<file path="config.mk">
export PLATFORM = sky130hd
export DESIGN_NAME = axis_fifo_rr_arbiter
export DESIGN_NICKNAME = d
export VERILOG_FILES = /design/src/rtl/axis_fifo_rr_arbiter.sv
export SDC_FILE = /design/constraint.sdc
export NUM_CORES = 1
export LEC_CHECK = 0
export ABC_AREA = 1
export ABC_CLOCK_PERIOD_IN_PS = 3200
export BUFFER_PORTS_ARGS = -buffer_cell sky130_fd_sc_hd__buf_2
export CORE_MARGIN = 8
export CORE_UTILIZATION = 46
export DETAILED_ROUTE_END_ITERATION = 6
export MAX_ROUTING_LAYER = met4
export PLACE_DENSITY = 0.89
export SLEW_MARGIN = 10
export SYNTH_ARGS = -nofsm -noshare
export SYNTH_HDL_FRONTEND = slang
export SYNTH_SLANG_ARGS = --single-unit
</file>
<file path="constraint.sdc">
create_clock -name clk_i -period 3.2 [get_ports clk_i]
set_input_delay 0.32 -clock clk_i [delete_from_list [all_inputs] [get_ports clk_i]]
set_output_delay 0.32 -clock clk_i [all_outputs]
set_load 0.05 [all_outputs]
</file>
<file path="src/rtl/axis_fifo_rr_arbiter.sv">
// Packet-aware round-robin arbiter merging NUM_IN AXI-Stream FIFO outputs onto one
// registered AXI-Stream output; a grant is held until tlast or an optional beat budget.
module axis_fifo_rr_arbiter #(
    parameter  int NUM_IN     = 4,
    parameter  int DATA_WIDTH = 16,
    parameter  int USER_WIDTH = 1,
    parameter  int MAX_BURST  = 0,
    localparam int ID_WIDTH   = (NUM_IN > 2) ? $clog2(NUM_IN) : 1
) (
    input  logic                         clk_i,
    input  logic                         reset_i,
    input  logic [NUM_IN*DATA_WIDTH-1:0] s_axis_in_tdata,
    input  logic [NUM_IN*USER_WIDTH-1:0] s_axis_in_tuser,
    input  logic [NUM_IN-1:0]            s_axis_in_tlast,
    input  logic [NUM_IN-1:0]            s_axis_in_tvalid,
    output logic [NUM_IN-1:0]            s_axis_in_tready,
    output logic [DATA_WIDTH-1:0]        m_axis_out_tdata,
    output logic [USER_WIDTH-1:0]        m_axis_out_tuser,
    output logic                         m_axis_out_tlast,
    output logic [ID_WIDTH-1:0]          m_axis_out_tid,
    output logic                         m_axis_out_tvalid,
    input  logic                         m_axis_out_tready,
    output logic                         busy_o
);

    localparam int CNT_WIDTH = (MAX_BURST > 0) ? $clog2(MAX_BURST + 1) : 1;

    typedef enum logic {
        IDLE,
        GRANT
    } state_t;

    state_t               state_q, state_d;
    logic [ID_WIDTH-1:0]  grant_q, grant_d;
    logic [ID_WIDTH-1:0]  last_grant_q;
    logic [ID_WIDTH-1:0]  arb_idx;
    logic [ID_WIDTH-1:0]  cand;
    logic                 arb_found;
    logic [CNT_WIDTH-1:0] cnt_q;
    logic                 out_ready;
    logic                 hs;
    logic                 burst_done;
    logic                 end_grant;

    logic [DATA_WIDTH-1:0] in_data [NUM_IN];
    logic [USER_WIDTH-1:0] in_user [NUM_IN];

    for (genvar k = 0; k < NUM_IN; k++) begin : g_unpack
        assign in_data[k] = s_axis_in_tdata[k*DATA_WIDTH +: DATA_WIDTH];
        assign in_user[k] = s_axis_in_tuser[k*USER_WIDTH +: USER_WIDTH];
    end

    // The output register can accept a new beat when empty or draining this cycle.
    assign out_ready  = !m_axis_out_tvalid || m_axis_out_tready;
    assign hs         = (state_q == GRANT) && s_axis_in_tvalid[grant_q] && out_ready;
    assign burst_done = (MAX_BURST > 0) && (cnt_q == CNT_WIDTH'(MAX_BURST - 1));
    assign end_grant  = hs && (s_axis_in_tlast[grant_q] || burst_done);
    assign busy_o     = (state_q == GRANT);

    // Search starts just after the previous winner and wraps, giving round-robin fairness.
    always_comb begin
        // NOTE: every combinational output gets a default first so no path infers a latch.
        arb_found = 1'b0;
        arb_idx   = last_grant_q;
        cand      = '0;
        for (int i = 1; i <= NUM_IN; i++) begin
            cand = ID_WIDTH'((int'(last_grant_q) + i) % NUM_IN);
            if (!arb_found && s_axis_in_tvalid[cand]) begin
                arb_found = 1'b1;
                arb_idx   = cand;
            end
        end
    end

    always_comb begin
        state_d          = state_q;
        grant_d          = grant_q;
        s_axis_in_tready = '0;
        case (state_q)
            IDLE: begin
                if (arb_found) begin
                    state_d = GRANT;
                    grant_d = arb_idx;
                end
            end
            GRANT: begin
                s_axis_in_tready[grant_q] = out_ready;
                if (end_grant) state_d = IDLE;
            end
            default: state_d = IDLE;
        endcase
    end

    always_ff @(posedge clk_i) begin
        // NOTE: sequential state uses non-blocking assignments so all registers update together.
        if (reset_i) begin
            state_q <= IDLE;
            grant_q <= '0;
        end else begin
            state_q <= state_d;
            grant_q <= grant_d;
        end
    end

    // last_grant resets to the top index so input 0 wins the first arbitration.
    always_ff @(posedge clk_i) begin
        if (reset_i) begin
            m_axis_out_tdata  <= '0;
            m_axis_out_tuser  <= '0;
            m_axis_out_tlast  <= 1'b0;
            m_axis_out_tid    <= '0;
            m_axis_out_tvalid <= 1'b0;
            last_grant_q      <= ID_WIDTH'(NUM_IN - 1);
            cnt_q             <= '0;
        end else if (hs) begin
            m_axis_out_tdata  <= in_data[grant_q];
            m_axis_out_tuser  <= in_user[grant_q];
            m_axis_out_tlast  <= s_axis_in_tlast[grant_q];
            m_axis_out_tid    <= grant_q;
            m_axis_out_tvalid <= 1'b1;
            if (end_grant) begin
                last_grant_q <= grant_q;
                cnt_q        <= '0;
            end else if (MAX_BURST > 0) begin
                cnt_q <= cnt_q + 1'b1;
            end
        end else if (m_axis_out_tready) begin
            m_axis_out_tvalid <= 1'b0;
        end
    end

endmodule

</file>
==> run metrics <==
Arr. time, crit path 2.47 ns; die area 0.00575 mm^2; vias in the first global route 1,915; unrepaired setup endpoints after global routing false; first-pass GRT wire length 8470 um; core footprint 0.00339 mm^2; Post-synth EDFFs 0; HPWL after DPL 4280 um; die width 75.8 um; worst skew pair latency 0.32 ns; asr flop ratio synth 0%; CP max FO 21; distinct cell type count after synthesis 23; Setup crit end kind register; CTS Hold Bufs 0; Cells after DPL 395; static leakage 1.13 nW; initial antenna violation count 0; clock skew 0.00775 ns; slowest CP cell dfxtp_1; Clock Pin Slew Worst Setup and Hold Paths 0.14 ns; DRC Markers 0; final worst slack 0.980 ns; # IOs 105; PD cells 550 mW/mm^2; largest stage delay on the critical path 0.45 ns; largest net degree at the start of global routing 24; Final Setup Violations 0; Tightest Pin Transition 0.576 ns; CTS sink count 26; Area growth syn-to-layout 30.7%; FF+latch count, synth 26; sequential share of the synthesized area 31.6%; Synth top area share 31.6%; Syn Std Cell Area 0.00165 mm^2; drt wl/cell 14.1 um; Num CTS Buffers 3; top cells by area, synth dfxtp_1, nand2_1, nand3_1; CTS tree built; pre-CTS setup slack 1.00 ns; Post-synth top cells nand2_1, nor2_1, nand3_1, dfxtp_1, a22oi_1; filler cell count 320; vias per cell 5.17; post-synth net total 339; # resized after CTS 0; Critical Path RT 3.45 ns; hold depth 2; routability cong. 0.903; Root Driver clkbuf_4; Hold WC Path Type in2reg; status completed; post-place instance area 0.00213 mm^2; WS Path Type reg2reg; Initial Util 48.6%; Critical Path Start Type register; Antenna Nets Post-Route 0; max cap viols 0; Total GRT Usage 19.2%; Fmax 451 MHz; layout cells sized above 1 33.2%; ant diodes 0; Most used DFF post-synth dfxtp_1; Tcrit/Tclk final 69.4%; H-tree depth 1; post-CTS setup buffer count 0; Synth Instances 260; r2r worst-path depth 8; DRT Pass-1 Iters 4; Die Y 75.8 um; PortBufs 104; setup TNS 0 ns; Final Cell Area 0.00215 mm^2; VDD IR max 0.192 mV; Avg Cell Area, Syn 6.33 um^2; Max clock buf depth 2; FP Rows 21; total wire length 5610 um; initial DRC count 138; post-route insts no fill 398; min Tclk post-route 2.22 ns; nets@finish 433; Slew Limit Headroom 61.6%; Yosys top cell by area dfxtp_1; cell with the most instances after synthesis nand2_1; routed vias 2,058; crit-path cells buf_4 -> nor2_4 -> a22oi_2 -> nand2_2 -> nand2_2 -> inv_2 -> nor2_1 -> nor2_1; Synth Warn # 0; gr ovfl total 0; Max Slew Vio Count 0; final hold violations 0
[critical path: cells and delay by family, from the launching register on]
family,cells,cell delay [ns]
flops,1,0.45
simple gates,5,0.90
compound gates,1,0.15
buf+inv,2,0.64
[per-layer routing]
metal  part of all wire (%)  global-route usage, %  routed length (um)
met1                     41                   22.2                2300
met4                   0.62                   4.90                  35
met3                     10                   3.16                 569
met5                      0                      -                   0
met2                     48                   33.6                2710
[registers in the layout (all words and copies together), names as in the netlist]
signal and flops:
m_axis_out_tlast 1, m_axis_out_tvalid 1, grant_q 2, m_axis_out_tuser 1, m_axis_out_tid 2, busy_o 1, m_axis_out_tdata 16, last_grant_q 2
[cells by family (layout without fill, tap and decap cells)]
group / after synthesis / count (layout) / share of synthesized area (%)
DFF: 26 / 26 / 31.6
AOI/OAI and AO/OA: 46 / 46 / 17.7
and+or+nand+nor: 158 / 158 / 41.3
buffers and inverters: 30 / 122 / 9.42
[final cells by class]
cell class	count	area [um^2]	area share, %
clock buffers	3	22.5	1.05
inverters	14	52.6	2.44
repair buffers	105	528	24.5
well taps	46	57.6	2.67
flip-flops and latches	26	520	24.2
multi-input cells	204	971	45.1
[where the power goes]
group          leakage (nW)  switching, W  internal [W]
clock network        0.0138     0.0000935     0.0000441
registers             0.213     0.0000406      0.000375
logic                 0.906      0.000441      0.000188
[path summary, 6_finish.rpt]
kind,start,end,slack [ns]
setup / recovery,grant_q[1]$_SDFFE_PP0P_,m_axis_out_tdata[12]$_SDFFE_PP0P_,0.98
hold / removal,reset_i,m_axis_out_tlast$_SDFFE_PP0P_,0.23
setup reg to reg,grant_q[1]$_SDFFE_PP0P_,m_axis_out_tdata[12]$_SDFFE_PP0P_,0.98
hold reg to reg,m_axis_out_tlast$_SDFFE_PP0P_,m_axis_out_tlast$_SDFFE_PP0P_,0.48
[through the flow]
stage,utilization (%),total power (W),hold slack [ns]
6_report,63.5,0.00118,0.230
3_3_place_gp,62.8,0.00104,0.458
2_1_floorplan,-,0.000909,0.389
3_5_place_dp,62.8,0.00105,0.463
4_1_cts,63.5,0.00118,0.229
5_1_grt,63.5,0.00126,0.213
[placed cells by master, fill, tap and decap left out, drive strengths merged]
| cell | Yosys | final |
|---|---|---|
| o21ai | 20 | 20 |
| nor3 | 2 | 2 |
| buf | 12 | 105 |
| inv | 14 | 14 |
| a21oi | 5 | 5 |
| nand3 | 42 | 42 |
| o211ai | 3 | 3 |
| nor2 | 50 | 50 |
| nand4 | 1 | 1 |
| nand2 | 63 | 63 |
| a22oi | 18 | 18 |
| clkbuf | 4 | 3 |
| dfxtp | 26 | 26 |
No activity file was read; power rests on OpenSTA's default activity.
